$ cat src/rtl/mem_stage_pipe.sv
// mem_stage_pipe: RV32 memory stage with configurable-latency data RAM and MEM/WB register.
// Optional MEM_STAGE_MISALIGN_TRAP_EN flags misaligned accesses instead of aligning them down.
module mem_stage_pipe #(
    parameter int DEPTH   = 64,
    parameter int MEM_LAT = 0
) (
    input  logic        clk,
    input  logic        rst,
    input  logic        RegWriteM,
    input  logic        MemWriteM,
    input  logic        MemReadM,
    input  logic        ResultSrcM,
    input  logic [2:0]  Funct3M,
    input  logic [4:0]  RD_M,
    input  logic [31:0] PCPlus4M,
    input  logic [31:0] WriteDataM,
    input  logic [31:0] ALU_Result_M,
    output logic        StallM,
    output logic        RegWriteW,
    output logic        ResultSrcW,
    output logic [4:0]  RD_W,
    output logic [31:0] PCPlus4W,
    output logic [31:0] ALU_ResultW,
    output logic [31:0] ReadDataW,
    output logic        MisalignW
);
    localparam int AW = $clog2(DEPTH);
    typedef enum logic {IDLE, BUSY} state_t;
    state_t      state_q, state_d;
    logic [3:0]  cnt_q, cnt_d;
    logic [31:0] mem_q [DEPTH];
    logic [AW-1:0] idx;
    logic [1:0]  a, off;
    logic [3:0]  be;
    logic [31:0] wdat, rword, sh, ext;
    logic        acc, ld, by, hw, mis, trap, we;
    assign a     = ALU_Result_M[1:0];
    assign idx   = ALU_Result_M[AW+1:2];
    assign acc   = MemWriteM | MemReadM;
    assign ld    = MemReadM & ~MemWriteM;
    // store sizes decode only 000/001; load sizes ignore the unsigned bit
    assign by    = MemWriteM ? Funct3M == 3'b000 : Funct3M[1:0] == 2'b00;
    assign hw    = MemWriteM ? Funct3M == 3'b001 : Funct3M[1:0] == 2'b01;
    assign mis   = acc & ((hw & a[0]) | (~hw & ~by & (a != 2'b00)));
    assign off   = by ? a : hw ? {a[1], 1'b0} : 2'b00;
    assign be    = by ? 4'b0001 << off : hw ? 4'b0011 << off : 4'b1111;
    assign wdat  = by ? {4{WriteDataM[7:0]}} : hw ? {2{WriteDataM[15:0]}} : WriteDataM;
    assign rword = mem_q[idx];
    assign sh    = rword >> {off, 3'b000};
    assign ext   = by ? {{24{~Funct3M[2] & sh[7]}}, sh[7:0]} :
                   hw ? {{16{~Funct3M[2] & sh[15]}}, sh[15:0]} : rword;
`ifdef MEM_STAGE_MISALIGN_TRAP_EN
    assign trap  = mis;
`else
    assign trap  = 1'b0;
`endif
    assign we    = rst & MemWriteM & ~StallM & ~trap;
    logic unused;
    assign unused = ^{ALU_Result_M[31:AW+2], mis};
    always_comb begin
        state_d = state_q;
        cnt_d   = cnt_q;
        StallM  = 1'b0;
        if (MEM_LAT != 0) begin
            if (state_q == IDLE) begin
                if (acc) begin
                    StallM  = 1'b1;
                    state_d = BUSY;
                    cnt_d   = 4'(MEM_LAT - 1);
                end
            end else if (cnt_q != 4'd0) begin
                StallM = 1'b1;
                cnt_d  = cnt_q - 4'd1;
            end else begin
                state_d = IDLE;
            end
        end
    end
    always_ff @(posedge clk or negedge rst) begin
        if (!rst) begin
            state_q     <= IDLE;
            cnt_q       <= 4'd0;
            RegWriteW   <= 1'b0;
            ResultSrcW  <= 1'b0;
            RD_W        <= 5'd0;
            PCPlus4W    <= 32'd0;
            ALU_ResultW <= 32'd0;
            ReadDataW   <= 32'd0;
            MisalignW   <= 1'b0;
        end else begin
            state_q     <= state_d;
            cnt_q       <= cnt_d;
            RegWriteW   <= ~StallM & RegWriteM & ~trap;
            ResultSrcW  <= ~StallM & ResultSrcM;
            RD_W        <= StallM ? 5'd0 : RD_M;
            PCPlus4W    <= StallM ? 32'd0 : PCPlus4M;
            ALU_ResultW <= StallM ? 32'd0 : ALU_Result_M;
            ReadDataW   <= (~StallM & ld & ~trap) ? ext : 32'd0;
            MisalignW   <= ~StallM & trap;
        end
    end
    always_ff @(posedge clk) begin
        if (we)
            for (int i = 0; i < 4; i++)
                if (be[i]) mem_q[idx][8*i +: 8] <= wdat[8*i +: 8];
    end
endmodule
$ cat config.mk
export PLATFORM = sky130hd
export DESIGN_NAME = mem_stage_pipe
export DESIGN_NICKNAME = d
export VERILOG_FILES = /design/src/rtl/mem_stage_pipe.sv
export SDC_FILE = /design/constraint.sdc
export NUM_CORES = 2
export LEC_CHECK = 0
export CAP_MARGIN = 30
export CORE_UTILIZATION = 50
export DETAILED_ROUTE_END_ITERATION = 6
export PLACE_DENSITY = 0.67
export SYNTH_ARGS = -nofsm -noshare
export SYNTH_HDL_FRONTEND = slang
export SYNTH_SLANG_ARGS = --single-unit
$ cat constraint.sdc
create_clock -name clk -period 4.25 [get_ports clk]
set_input_delay 0.425 -clock clk [delete_from_list [all_inputs] [get_ports clk]]
set_output_delay 0.425 -clock clk [all_outputs]
set_load 0.005 [all_outputs]
==> metrics <==
initial antenna violation count 15; total length of routed wires 284 mm; element type at the critical path start primary input; reported max-cap violation count 0; Buf/Inv on CP 4; portion of synthesized cell area occupied by the leading cell type 74.8%; kind of path behind the tightest hold check in2async; utilization after layout 60.0%; floorplan row count 148; post-detailed-route count of antenna-violating nets 0; CTS H-Tree Depth 4; starting density of the core 50.4%; average cell area after synthesis 17.5 um2; transition time at the pin with the least slew margin 1.17 ns; achievable frequency 238 MHz; most used standard cell by instance count after synthesis edfxtp_1; biggest area consumer among synthesized cells edfxtp_1; buffer type at the clock tree root clkbuf_16; routability-driven placement congestion ratio 0.977; Max-Slew Margin vs Limit 21.9%; cell type group with the largest total delay on the critical path compound AO/OA/AOI/OAI gates; number of failing hold endpoints at the final stage 0; pin count of the biggest net entering global routing 67; Max Root-Sink Buffers 3; DRC violation count after routing 0; main combinational cell family by area after synthesis compound AO/OA/AOI/OAI gates; Synth Area in Compound Gates 9.54%; total setup violations reported at the end of the flow 0; number of search-and-repair iterations in the first detailed-routing pass 6; EDFF count, synth 2,048; highest-delay cell along the critical path o31ai_1; XOR/XNOR Fraction of Synth Area 0%; Sink Count 2,151; flip-flop cell with the highest count after synthesis edfxtp_1; mux share of post-synthesis cell area 6.52%; # nets final 5,512; period utilization 98.7%; floorplan core area 163,000 um2; area fraction in and, or, nand and nor cells after synthesis 3.94%; DP Wirelength 183 mm; CP Class in2reg; total die area 166,000 um2; Crit path arrival time 4.90 ns; fraction of final layout cells sized beyond drive strength 1 20.2%; worst setup slack after placement -0.0248 ns; Reg clk slew, reported paths 0.06 ns; number of distinct library cells after synthesis 82; worst stage delay on the critical path 0.64 ns; remaining global-route overflow 0; RSZ-0062 raised after global routing no; CTS resizes 0; outcome finished clean; vias in the first global route 49,518; final worst clock skew 0.0381 ns; number of flip-flops and latches in the synthesized netlist 2,151; static power due to leakage 32.1 nW; top post-synthesis cells by area edfxtp_1, dfrtp_1, a22oi_1, mux4_2, mux2i_1; post-synthesis instance area 82,200 um2; Chip Width 407 um; top post-synthesis cells by count edfxtp_1, nor2_1, a22oi_1; pwr dens 460 nW/um2; worst vdd ir 387 uV; number of buffers added by the clock tree synthesis step 208; synthesized netlist cell count 4,684; async set-reset flop share out of synthesis 4.79%; Iter 0 DRT Violations 8,815; ordered cell list for the critical path dlygate4sd3_1, buf_8, nand2b_1, buf_4, o22ai_1, o31ai_1, o2111ai_1, nor4_1, a211oi_1, a31oi_2, buf_12, o221ai_1; GRT Total Usage 34.0%; number of vias after detailed routing 52,190; first-pass GRT wire length 391 mm; number of hold-repair buffers added at the cts stage 57; average wire per standard cell 36.6 um; final count of pins violating max slew 0; R2R Path Start mem_q[41][20]; CTS tree built; detailed-route vias per instance 6.73; maximum fanout encountered on the critical timing path 43; I/O pin count 215; adder and majority gate portion of the synthesized area 0.0609%; number of warning messages in the yosys log 0; CP endpoint kind register; data required time of the critical path 4.95 ns; clock period minus worst slack 4.19 ns; Post CTS Setup Buffer Count 0; IO Port Bufs 212; Critical R2R Capture ReadDataW[4]; DIE HEIGHT 407 um; Register-to-Register Path Depth 7; flop-to-flop setup slack 1.08 ns; fraction of the yosys area taken by sequential cells 78.0%; area added between synthesis and finish 18.9%; Setup WS post-layout 0.0569 ns; later-pin clock latency in the skew report 0.87 ns
-- sequential cells by signal (all words and copies together) (netlist names) --
name / count
ReadDataW: 32
ALU_ResultW: 32
PCPlus4W: 32
RD_W: 5
ResultSrcW: 1
mem_q: 2048
RegWriteW: 1
-- logic make-up after synthesis --
family / Yosys count
simple gates: 729
buf+inv: 333
flops: 2151
mux: 404
other cells: 1
compound gates: 1062
fa+ha+maj: 4
-- worst max path at each step --
stage,start,end,slack (ns),cells past startpoint
finish,ALU_Result_M[3],ReadDataW[10],0.06,12
floorplan,Funct3M[0],mem_q[0][24],0.90,4
CTS,ALU_Result_M[3],ReadDataW[10],0.27,12
global route,ALU_Result_M[3],ReadDataW[10],0.09,12
global placement,ALU_Result_M[3],ReadDataW[11],-0.07,11
detailed placement,ALU_Result_M[3],ReadDataW[10],-0.02,11
-- cell usage in the layout (no fill, tap or decap), types with 94 or more instances in the layout --
| master | instances |
|---|---|
| clkbuf_16 | 211 |
| mux4_2 | 94 |
| nor2_1 | 337 |
| clkdlybuf4s50_1 | 200 |
| mux2i_1 | 200 |
| a22oi_1 | 289 |
| o21ai_0 | 118 |
| nand2_1 | 202 |
| edfxtp_1 | 2048 |
| mux2_2 | 104 |
| a221oi_1 | 141 |
| buf_4 | 514 |
| dfrtp_1 | 103 |
| a21oi_1 | 116 |
-- report_power, final --
part | total, W | internal, W | switching [W]
clock network | 0.0182 | 0.0102 | 0.00797
registers | 0.0235 | 0.0235 | 0.0000378
logic | 0.00322 | 0.000992 | 0.00223
total | 0.0450 | 0.0347 | 0.0102
-- metal layers --
layer  up-vias  part of all wire (%)  track usage, %
li1      20533                     -               -
met1     26466                    35            45.1
met2      4329                    43            49.0
met3       844                    15            11.4
met4        18                   6.7            19.5
met5         -                 0.044               0
-- cell type report --
type                    count  area (um2)
repair buffers            827        7410
diodes                     19        47.5
flip-flops and latches   2151       64100
clock inverters           122        1170
clock buffers             256        5510
multi-input cells        2201       16800
inverters                   9        38.8
well taps                2175        2720
fillers                 11931       65200
-- stage by stage --
| step | power, W | cells | instance area (um2) | setup TNS (ns) | hold slack, ns |
|---|---|---|---|---|---|
| detailed placement | 0.0270 | 7303 | 90400 | -0.0424 | 0.329 |
| floorplan | 0.0253 | 4685 | 82200 | 0 | 0.129 |
| global route | 0.0459 | 7743 | 97700 | 0 | 0.0130 |
| global placement | 0.0270 | 7296 | 90300 | -0.871 | 0.326 |
| CTS | 0.0449 | 7738 | 97700 | 0 | 0.000777 |
| finish | 0.0450 | 7760 | 97700 | 0 | 0.0266 |
-- worst reg2reg max path, stage by stage, from the launching register on --
cell,delay [ns]
edfxtp_1,0.38
mux4_2,0.49
and3_1,0.23
a311oi_1,0.43
o211ai_1,0.19
or4_1,0.76
o2bb2ai_1,0.26
a211o_1,0.32
Note: power is estimated with default switching activity, not from simulation.
